**src/rtl/multiword_add_sequencer_if.sv**
```systemverilog
// Operand/result handshake bundle for multiword_add_sequencer.
// Optional subtract port present when MULTIWORD_ADD_SEQUENCER_SUB_EN is defined.
interface multiword_add_sequencer_if #(
  parameter int unsigned WIDTH  = 8,
  parameter int unsigned CHUNKS = 4
);
  logic                      i_valid;
  logic                      o_ready;
  logic [WIDTH*CHUNKS-1:0]   i_add_term1;
  logic [WIDTH*CHUNKS-1:0]   i_add_term2;
  logic                      o_valid;
  logic                      i_ready;
  logic [WIDTH*CHUNKS:0]     o_result;
  logic                      o_busy;
`ifdef MULTIWORD_ADD_SEQUENCER_SUB_EN
  logic                      i_sub;
`endif

  modport slave (
`ifdef MULTIWORD_ADD_SEQUENCER_SUB_EN
    input  i_sub,
`endif
    input  i_valid, i_add_term1, i_add_term2, i_ready,
    output o_ready, o_valid, o_result, o_busy
  );

  modport master (
`ifdef MULTIWORD_ADD_SEQUENCER_SUB_EN
    output i_sub,
`endif
    output i_valid, i_add_term1, i_add_term2, i_ready,
    input  o_ready, o_valid, o_result, o_busy
  );
endinterface

```
**src/rtl/multiword_add_sequencer.sv**
```systemverilog
// Wide adder built from one narrow ripple-carry slice, one chunk per cycle,
// least-significant chunk first.
// Optional feature macro: MULTIWORD_ADD_SEQUENCER_SUB_EN (adds i_sub, A-B).

module ripple_carry_adder #(
  parameter int unsigned N = 9
) (
  input  logic [N-1:0] i_a,
  input  logic [N-1:0] i_b,
  output logic [N:0]   o_sum
);
  // Bit-serial carry chain; o_sum[N] is the carry-out.
  always_comb begin
    logic c;
    c     = 1'b0;
    o_sum = '0;
    for (int unsigned i = 0; i < N; i++) begin
      o_sum[i] = i_a[i] ^ i_b[i] ^ c;
      c        = (i_a[i] & i_b[i]) | (c & (i_a[i] ^ i_b[i]));
    end
    o_sum[N] = c;
  end
endmodule

module multiword_add_sequencer #(
  parameter int unsigned WIDTH  = 8,
  parameter int unsigned CHUNKS = 4
) (
  input logic                     i_clk,
  input logic                     i_rst,
  multiword_add_sequencer_if.slave bus
);
  localparam int unsigned TW   = WIDTH * CHUNKS;
  localparam int unsigned IDXW = $clog2(CHUNKS);

  typedef enum logic [1:0] {S_IDLE, S_RUN, S_DONE} state_t;

  state_t            r_state;
  logic [TW-1:0]     r_a;
  logic [TW-1:0]     r_b;
  logic [TW:0]       r_result;
  logic [IDXW-1:0]   r_idx;
  logic              r_carry;
  logic              r_ready;
  logic              r_valid;
  logic              r_busy;
`ifdef MULTIWORD_ADD_SEQUENCER_SUB_EN
  logic              r_sub;
`endif

  logic [WIDTH-1:0]  w_a_chunk;
  logic [WIDTH-1:0]  w_b_chunk;
  logic [WIDTH:0]    w_op_a;
  logic [WIDTH:0]    w_op_b;
  logic [WIDTH+1:0]  w_sum;
  logic              w_init_carry;
  logic              w_last;

  // Current chunk selection and optional B inversion for subtraction.
  always_comb begin
    w_a_chunk = r_a[r_idx*WIDTH +: WIDTH];
`ifdef MULTIWORD_ADD_SEQUENCER_SUB_EN
    w_b_chunk    = r_b[r_idx*WIDTH +: WIDTH] ^ {WIDTH{r_sub}};
    w_init_carry = bus.i_sub;
`else
    w_b_chunk    = r_b[r_idx*WIDTH +: WIDTH];
    w_init_carry = 1'b0;
`endif
    // LSB extension: 1 + carry in bit 0 propagates the carry into bit 1,
    // giving A+B+carry without a carry-in port on the adder.
    w_op_a = {w_a_chunk, 1'b1};
    w_op_b = {w_b_chunk, r_carry};
    w_last = (r_idx == IDXW'(CHUNKS - 1));
  end

  ripple_carry_adder #(.N(WIDTH + 1)) u_adder (
    .i_a   (w_op_a),
    .i_b   (w_op_b),
    .o_sum (w_sum)
  );

  // o_ready is forced low while reset is held.
  assign bus.o_ready  = r_ready & ~i_rst;
  assign bus.o_valid  = r_valid;
  assign bus.o_result = r_result;
  assign bus.o_busy   = r_busy;

  // Control FSM with registered handshake outputs and datapath registers.
  always_ff @(posedge i_clk or posedge i_rst) begin
    if (i_rst) begin
      r_state  <= S_IDLE;
      r_a      <= '0;
      r_b      <= '0;
      r_result <= '0;
      r_idx    <= '0;
      r_carry  <= 1'b0;
      r_ready  <= 1'b1;
      r_valid  <= 1'b0;
      r_busy   <= 1'b0;
`ifdef MULTIWORD_ADD_SEQUENCER_SUB_EN
      r_sub    <= 1'b0;
`endif
    end else begin
      case (r_state)
        S_IDLE: begin
          if (bus.i_valid && r_ready) begin
            r_a     <= bus.i_add_term1;
            r_b     <= bus.i_add_term2;
            r_idx   <= '0;
            r_carry <= w_init_carry;
`ifdef MULTIWORD_ADD_SEQUENCER_SUB_EN
            r_sub   <= bus.i_sub;
`endif
            r_ready <= 1'b0;
            r_busy  <= 1'b1;
            r_state <= S_RUN;
          end
        end
        S_RUN: begin
          r_result[r_idx*WIDTH +: WIDTH] <= w_sum[WIDTH:1];
          r_carry <= w_sum[WIDTH+1];
          if (w_last) begin
            r_result[TW] <= w_sum[WIDTH+1];
            r_valid      <= 1'b1;
            r_state      <= S_DONE;
          end else begin
            r_idx <= r_idx + 1'b1;
          end
        end
        S_DONE: begin
          if (bus.i_ready) begin
            r_valid <= 1'b0;
            r_ready <= 1'b1;
            r_busy  <= 1'b0;
            r_state <= S_IDLE;
          end
        end
        default: r_state <= S_IDLE;
      endcase
    end
  end
endmodule

```
**src/flat_wrapper.sv**
```systemverilog
// flat-port wrapper written by rule: the top's interface ports become plain ports
module multiword_add_sequencer_flat 
#(
  parameter int unsigned WIDTH  = 8,
  parameter int unsigned CHUNKS = 4
)
  (i_clk, i_rst, bus_i_valid, bus_i_add_term1, bus_i_add_term2, bus_i_ready, bus_o_ready, bus_o_valid, bus_o_result, bus_o_busy);
  multiword_add_sequencer_if #(.WIDTH(WIDTH), .CHUNKS(CHUNKS)) bus_i ();
  input logic i_clk;
  input logic i_rst;
  input wire logic [$bits(bus_i.i_valid)-1:0] bus_i_valid;
  input wire logic [$bits(bus_i.i_add_term1)-1:0] bus_i_add_term1;
  input wire logic [$bits(bus_i.i_add_term2)-1:0] bus_i_add_term2;
  input wire logic [$bits(bus_i.i_ready)-1:0] bus_i_ready;
  output wire logic [$bits(bus_i.o_ready)-1:0] bus_o_ready;
  output wire logic [$bits(bus_i.o_valid)-1:0] bus_o_valid;
  output wire logic [$bits(bus_i.o_result)-1:0] bus_o_result;
  output wire logic [$bits(bus_i.o_busy)-1:0] bus_o_busy;
  assign bus_i.i_valid = bus_i_valid;
  assign bus_i.i_add_term1 = bus_i_add_term1;
  assign bus_i.i_add_term2 = bus_i_add_term2;
  assign bus_i.i_ready = bus_i_ready;
  assign bus_o_ready = bus_i.o_ready;
  assign bus_o_valid = bus_i.o_valid;
  assign bus_o_result = bus_i.o_result;
  assign bus_o_busy = bus_i.o_busy;
  multiword_add_sequencer #(.WIDTH(WIDTH), .CHUNKS(CHUNKS)) u_core (.i_clk(i_clk), .i_rst(i_rst), .bus(bus_i));
endmodule
```
**config.mk**
```make
export PLATFORM = sky130hd
export DESIGN_NAME = multiword_add_sequencer_flat
export DESIGN_NICKNAME = d
export VERILOG_FILES = /design/src/rtl/multiword_add_sequencer_if.sv /design/src/rtl/multiword_add_sequencer.sv /design/src/flat_wrapper.sv
export SDC_FILE = /design/constraint.sdc
export NUM_CORES = 1
export LEC_CHECK = 0
export CAP_MARGIN = 20
export CORE_MARGIN = 1.5
export CORE_UTILIZATION = 45
export CTS_BUF_LIST = sky130_fd_sc_hd__clkbuf_4 sky130_fd_sc_hd__clkbuf_8
export CTS_CLUSTER_DIAMETER = 80
export DETAILED_ROUTE_END_ITERATION = 8
export GPL_TIMING_DRIVEN = 0
export PLACE_DENSITY = 0.69
export SYNTH_ARGS = -nofsm -noshare
export SYNTH_HDL_FRONTEND = slang
export SYNTH_HIERARCHICAL = 1
export SYNTH_SLANG_ARGS = --single-unit
```
**constraint.sdc**
```tcl
create_clock -name i_clk -period 8.55 [get_ports i_clk]
set_clock_uncertainty 0.1 [all_clocks]
set_input_delay 1.2825 -clock i_clk [delete_from_list [all_inputs] [get_ports i_clk]]
set_output_delay 1.2825 -clock i_clk [all_outputs]
set_load 0.02 [all_outputs]
```
Word level (Yosys, flattened, before mapping)

Index checks and enable logic that the tools add are counted.

Output and inout port bits: 36
Input port bits: 68
Word-level logic and storage cells: 93
Bits in registers: 105

Equal/unequal tests: 7
Bitwise operators: 42
Mux-type cells: 18
$add $sub $neg: 2
Shift-type cells: 4
Reduce and logical (&&, ||, !) cells: 11

Operators with widths:

| cell                                                                    | count |
|---|---|
| 32-bit by 6-bit indexed part select with 8-bit output                   | 2 |
| 5-bit negation with 34-bit output                                       | 1 |
| 8-bit by 34-bit variable shift with 33-bit output, first input constant | 1 |
| 8-bit by 34-bit indexed part select with 33-bit output                  | 1 |
| 33-bit bitwise mux                                                      | 1 |
| 1-bit bitwise AND                                                       | 17 |
| 1-bit XOR                                                               | 16 |
| 3-bit AND reduction                                                     | 4 |
| 2-bit 2-to-1 mux                                                        | 5 |
| 1-bit OR                                                                | 8 |
| 1-bit one-hot mux with 2 select lines                                   | 4 |
| 1-bit 2-to-1 mux                                                        | 6 |
| 2-bit one-hot mux with 3 select lines                                   | 1 |
| 2-bit nonzero test                                                      | 3 |
| 2-bit equality test, second input constant                              | 2 |
| 2-bit by 1-bit != test with 1-bit output, second input constant         | 2 |
| 2-bit != test, second input constant                                    | 2 |
| 2-bit one-hot mux with 2 select lines                                   | 1 |
| 2-bit AND reduction                                                     | 2 |
| 2-bit by 1-bit adder with 2-bit output, second input constant           | 1 |
| 2-bit by 1-bit equality test with 1-bit output, second input constant   | 1 |
| 2-bit logical NOT                                                       | 1 |
| 1-bit logical AND                                                       | 1 |
| 1-bit NOT                                                               | 1 |

Depth between registers and ports, before layout

Depth after elaboration: 20
Depth in mapped cells: 18
Depth with buffers taken out: 16

Modules after synthesis

The synthesis kept the hierarchy.

Modules (own cells, without submodules):

| module                  | seq. area each (sq um) | cells each | times used | area each (sq um) |
|---|---|---|---|---|
| multiword_add_sequencer | 2,628.8                | 288        | 1          | 4,538.1 |
| ripple_carry_adder      | 0.0                    | 19         | 1          | 210.2 |

Least setup slack after synthesis

Ideal clock, no wire load.

Kind: reg2reg
Start: register u_core.r_idx[1]
End: register u_core.r_result[32], in the netlist u_core/bus.o_result[32]
Slack: 3.933 ns
Arrival: 4.389 ns
Clock period less this slack: 4.617 ns
Stages on the path, launching flop included: 19
Required time: 8.322 ns
Setup time: 0.128 ns
Buffers on the path: 2
Cells stage by stage: dfrtp_1 -> clkbuf_1 -> buf_2 -> mux4_2 -> inv_1 -> fa_1 -> inv_1 -> fa_1 -> fa_1 -> fa_1 -> fa_1 -> fa_1 -> fa_1 -> inv_1 -> fa_1 -> inv_1 -> nand2_1 -> o21ai_0 -> mux2_1

Elaborated cells between the ends (all ways): 48
Classes of those cells: add/sub: 1; eq/ne: 1; shift: 4; mux: 2; bitwise: 40

RTL lines:

| element                                                   | RTL line                       | source |
|---|---|---|
| from (decl)                                               | multiword_add_sequencer.sv:42  | `logic [IDXW-1:0] r_idx;` |
| from (signal assigned)                                    | multiword_add_sequencer.sv:127 | `r_idx <= r_idx + 1'b1;` |
| 32-bit by 6-bit indexed part select with 8-bit output (*) | multiword_add_sequencer.sv:66  | `w_b_chunk = r_b[r_idx*WIDTH +: WIDTH];` |
| via u_core.w_b_chunk[0]                                   | multiword_add_sequencer.sv:52  | `logic [WIDTH-1:0] w_b_chunk;` |
| 1-bit XOR                                                 | multiword_add_sequencer.sv:19  | `c = (i_a[i] & i_b[i]) \| (c & (i_a[i] ^ i_b[i]));` |
| 1-bit bitwise AND                                         | multiword_add_sequencer.sv:19  |  |
| 1-bit OR (*)                                              | multiword_add_sequencer.sv:19  |  |
| 1-bit bitwise AND (*)                                     | multiword_add_sequencer.sv:19  |  |
| 1-bit OR (*)                                              | multiword_add_sequencer.sv:19  |  |
| 1-bit bitwise AND (*)                                     | multiword_add_sequencer.sv:19  |  |
| [5 not listed]                                            | --                             |  |
| 1-bit bitwise AND (*)                                     | multiword_add_sequencer.sv:19  |  |
| 1-bit OR (*)                                              | multiword_add_sequencer.sv:19  |  |
| 1-bit bitwise AND (*)                                     | multiword_add_sequencer.sv:19  |  |
| 1-bit OR (*)                                              | multiword_add_sequencer.sv:19  |  |
| 1-bit bitwise AND (*)                                     | multiword_add_sequencer.sv:19  |  |
| 1-bit OR (*)                                              | multiword_add_sequencer.sv:19  |  |
| via u_core.w_sum[9]                                       | multiword_add_sequencer.sv:55  | `logic [WIDTH+1:0] w_sum;` |
| 1-bit 2-to-1 mux (*)                                      | multiword_add_sequencer.sv:122 | `if (w_last) begin` |
| to (signal, indexed assignment)                           | multiword_add_sequencer.sv:120 | `r_result[r_idx*WIDTH +: WIDTH] <= w_sum[WIDTH:1];` |
| to (signal, indexed assignment)                           | multiword_add_sequencer.sv:123 | `r_result[TW] <= w_sum[WIDTH+1];` |
| to (decl)                                                 | multiword_add_sequencer.sv:41  | `logic [TW:0] r_result;` |

The timed path passes the listed nets; every way through them passes the cells marked *.
A chain may end at the register's enable or synchronous reset.

Worst setup path in the final report

Start: register u_core.r_idx[1]
End: register u_core.r_result[31], in the netlist u_core/bus.o_result[31]

Cells in the longest elaborated chain, start to end: 19
Elaborated cells between the ends (all ways): 43
Classes of those cells: add/sub: 1; shift: 4; mux: 1; bitwise: 37

Ends and longest elaborated chain:

| element                                                    | RTL line                       | source |
|---|---|---|
| 32-bit by 6-bit indexed part select with 8-bit output (*)  | multiword_add_sequencer.sv:66  |  |
| via u_core.w_b_chunk[0]                                    | multiword_add_sequencer.sv:52  |  |
| 1-bit XOR                                                  | multiword_add_sequencer.sv:19  |  |
| 1-bit bitwise AND                                          | multiword_add_sequencer.sv:19  |  |
| 1-bit OR (*)                                               | multiword_add_sequencer.sv:19  |  |
| 1-bit bitwise AND (*)                                      | multiword_add_sequencer.sv:19  |  |
| 1-bit OR (*)                                               | multiword_add_sequencer.sv:19  |  |
| 1-bit bitwise AND (*)                                      | multiword_add_sequencer.sv:19  |  |
| [5 not listed]                                             | --                             |  |
| 1-bit bitwise AND (*)                                      | multiword_add_sequencer.sv:19  |  |
| 1-bit OR (*)                                               | multiword_add_sequencer.sv:19  |  |
| 1-bit bitwise AND (*)                                      | multiword_add_sequencer.sv:19  |  |
| 1-bit OR (*)                                               | multiword_add_sequencer.sv:19  |  |
| 1-bit XOR (*)                                              | multiword_add_sequencer.sv:18  | `o_sum[i] = i_a[i] ^ i_b[i] ^ c;` |
| via u_core.w_sum[8]                                        | multiword_add_sequencer.sv:55  |  |
| 8-bit by 34-bit indexed part select with 33-bit output (*) | multiword_add_sequencer.sv:120 |  |
| 33-bit bitwise mux (*)                                     | multiword_add_sequencer.sv:120 |  |

Marked as above.

==> impl_metrics.yaml <==
status:
  status: "finished clean"
final_layout:
  drive_gt1_share_pct: 12.91
  area_delta_synth_final_pct: 30.09
  fin_area_sq_um: 6177
  diodes: 0
  fin_nets: 506
logic_synthesis:
  avgSynthCellArea_sq_um: 15.47
  syn-cell-area_sq_um: 4748
  synth_edf_count: 0
  synth_compound_area_share_pct: 6.877
  ys.flop_type: "dfrtp_1"
  synthMuxAreaShare_pct: 23.24
  synth_top_family_by_area: "multiplexers"
  syn_nets: 391
  synthAdderAreaFrac_pct: 5.481
  yosysUniqueCellTypes: 32
  synth-async-reset-ratio_pct: 100.0
  synth-simple-area-share_pct: 5.428
  yosys_warnings: 6
  syn_inst: 307
  synth_xor_area_share_pct: 0
  ys_ff_latch: 105
  synth-seq-area-share_pct: 55.36
drt:
  ant_nets: 0
  vias_per_cell: 5.183
  drt_iter0_drc: 74
  vias: 2913
  postRouteWirelength_um: 10240
  drc: 0
  drt_pass1_iterations: 4
  wl_per_cell_um: 18.21
global_routing:
  grt_max_degree: 57
  overflow: 0
  antenna_found_initial: 0
  grt_pass1_vias: 3151
  grt.total_usage_pct: 20.24
  grt_pass1_wl_um: 17080
timing:
  rsz0062_at_grt: "false"
  fin_crit_sh_pct: 61.33
  tightestPinTransition_ns: 0.6218
  setup_violations: 0
  finalCriticalPeriod_ns: 5.244
  layout_setup_ws_ns: 3.306
  whs_ns: 0.3832
  timing.fmax_mhz: 190.7
  slew_viol_final: 0
  timing.setup.tns_ns: 0
  maxSlewHeadroom_pct: 58.54
  final_hold_viol_count: 0
cts:
  clock_sinks: 105
  postCtsHoldBufs: 0
  cts.clk_slew.worst_paths_ns: 0.09
  cts_tree: "done"
  cts_root_buf: "clkbuf_8"
  cts_resized: 0
  clockBufferDepth: 2
  cts_setup_buffers: 0
  cts_made_buffers: 9
  worstSkewPairLatency_ns: 0.35
  cts_max_level: 3
worst_hold_path:
  min_from: "u_core/r_b[20]$_DFFE_PP0P_"
  min_path_type: "reg -> reg"
pwr:
  p_leak_nw: 2.773
  p_per_area_nw_per_um2: 335.8
  ir_drop_uv: 174.5
placed_design:
  placed_cell_area_sq_um: 5979
  dpl.hpwl_um: 7726
  gp_congestion: 0.7556
  port_buffers: 103
  dp_worst_setup_slack_ns: 3.248
setup_path:
  crit_type: "reg -> reg"
  worstReg2RegEnd: "u_core/bus.o_result[31]$_DFFE_PP0P_"
  critical_path_arrival_ns: 5.44
  reg2reg_from: "u_core/r_idx[1]$_DFFE_PP0P_"
  cp_max_fo: 10
  endpoint_kind: "register"
  reg2reg_slack_ns: 3.31
  start_kind: "register"
  worstSetupEndpoint: "u_core/bus.o_result[31]$_DFFE_PP0P_"
  reg2reg_depth: 16
  required_ns: 8.75
  worstSetupStartpoint: "u_core/r_idx[1]$_DFFE_PP0P_"
floorplanning:
  start_util_pct: 46.20
  std_cell_rows: 37
  die_area_sq_um: 11180
  die_x_um: 105.7
  ios: 104
  core_area_sq_um: 10280
  die_y_um: 105.7
job:
  drv_cap: 0
-- how the worst min path moves through the flow --
| stage | to | slack, ns | cells after the start |
|---|---|---|---|
| after floorplan | u_core/r_a[16]$_DFFE_PP0P_ | 0.35 | 1 |
| after global routing | u_core/r_b[8]$_DFFE_PP0P_ | 0.41 | 1 |
| after global placement | u_core/r_a[29]$_DFFE_PP0P_ | 0.36 | 1 |
| after CTS | u_core/r_b[20]$_DFFE_PP0P_ | 0.39 | 1 |
| after detailed placement | u_core/r_b[20]$_DFFE_PP0P_ | 0.37 | 1 |
| final | u_core/r_b[20]$_DFFE_PP0P_ | 0.38 | 1 |
-- synthesized netlist by cell type, types with 2 or more instances --
cell type | instances | share of area, %
nor4_4 | 2 | 0.90
o21ai_0 | 3 | 0.32
nor2b_1 | 3 | 0.40
buf_2 | 2 | 0.21
buf_6 | 6 | 1.4
inv_1 | 14 | 1.1
fa_1 | 8 | 3.4
mux2_1 | 65 | 15
dfrtp_1 | 104 | 55
nor2_1 | 4 | 0.32
buf_4 | 4 | 0.63
nand2b_1 | 3 | 0.40
mux4_2 | 16 | 7.6
nand2_1 | 14 | 1.1
a22o_1 | 30 | 5.5
a21oi_1 | 3 | 0.32
o21ai_1 | 2 | 0.21
nand3b_1 | 3 | 0.47
ha_1 | 8 | 2.1
-- through the flow --
step / total power [mW] / instances / utilization (%)
final: 2.074 / 562 / 60.10
after global routing: 2.224 / 562 / 60.10
after CTS: 2.096 / 562 / 60.10
after detailed placement: 1.789 / 547 / 58.18
after global placement: 1.748 / 546 / 57.89
after floorplan: 1.437 / 307 / -
-- registers in the layout, summed over array words and instances, names as in the netlist --
register,count
u_core/bus.o_busy,1
u_core/r_b,32
u_core/r_ready,1
u_core/r_a,32
u_core/bus.o_result,33
u_core/r_idx,2
u_core/bus.o_valid,1
u_core/r_state,2
u_core/r_carry,1
-- metal layers --
metal,track usage (%),wire (um),up-vias,part of all wire [%]
met3,4.453,483,9,4.7
met1,28.38,4761,1471,47
met4,6.274,138,0,1.3
li1,-,-,1345,-
met2,31.68,4850,88,47
met5,0,0,-,0
-- cell usage in the layout (no fill, tap or decap), types with 4 or more instances in the layout --
cell type / n
a22o_1: 30
buf_4: 4
buf_6: 6
clkbuf_8: 10
clkdlybuf4s50_1: 103
dfrtp_1: 104
fa_1: 8
ha_1: 8
inv_1: 13
mux2_1: 65
mux4_2: 16
nand2_1: 14
nor2_1: 4
-- where the power goes --
group          internal, mW  total [mW]  switching (mW)
logic                 0.469       0.971           0.502
clock network         0.146       0.305           0.159
registers             0.690       0.798           0.108
total                  1.31        2.07           0.769
-- area by class of cell --
type / instances / area (sq um)
Clock inverter: 4 / 52.55
Buffer: 13 / 111.4
Sequential cell: 105 / 2629
Clock buffer: 11 / 145.1
Tap cell: 136 / 170.2
Timing Repair Buffer: 104 / 1059
Inverter: 15 / 58.81
Fill cell: 823 / 4100
Multi-Input combinational cell: 174 / 1952
-- kinds of logic after synthesis --
| kind of cell | after synthesis |
|---|---|
| compound gates | 40 |
| buf+inv | 28 |
| flops | 105 |
| fa+ha+maj | 16 |
| simple gates | 35 |
| mux | 82 |
| other cells | 1 |
-- worst max-delay path: stages, from the launching register on --
cell and delay (ns):
dfrtp_1 0.43, clkbuf_1 0.48, buf_2 0.39, mux4_2 0.34, inv_1 0.11, fa_1 0.17, inv_1 0.05, fa_1 0.38
fa_1 0.39, fa_1 0.39, fa_1 0.38, fa_1 0.38, fa_1 0.38, inv_1 0.08, fa_1 0.42, inv_1 0.16
a22o_1 0.15
No activity file was read; power rests on OpenSTA's default activity.
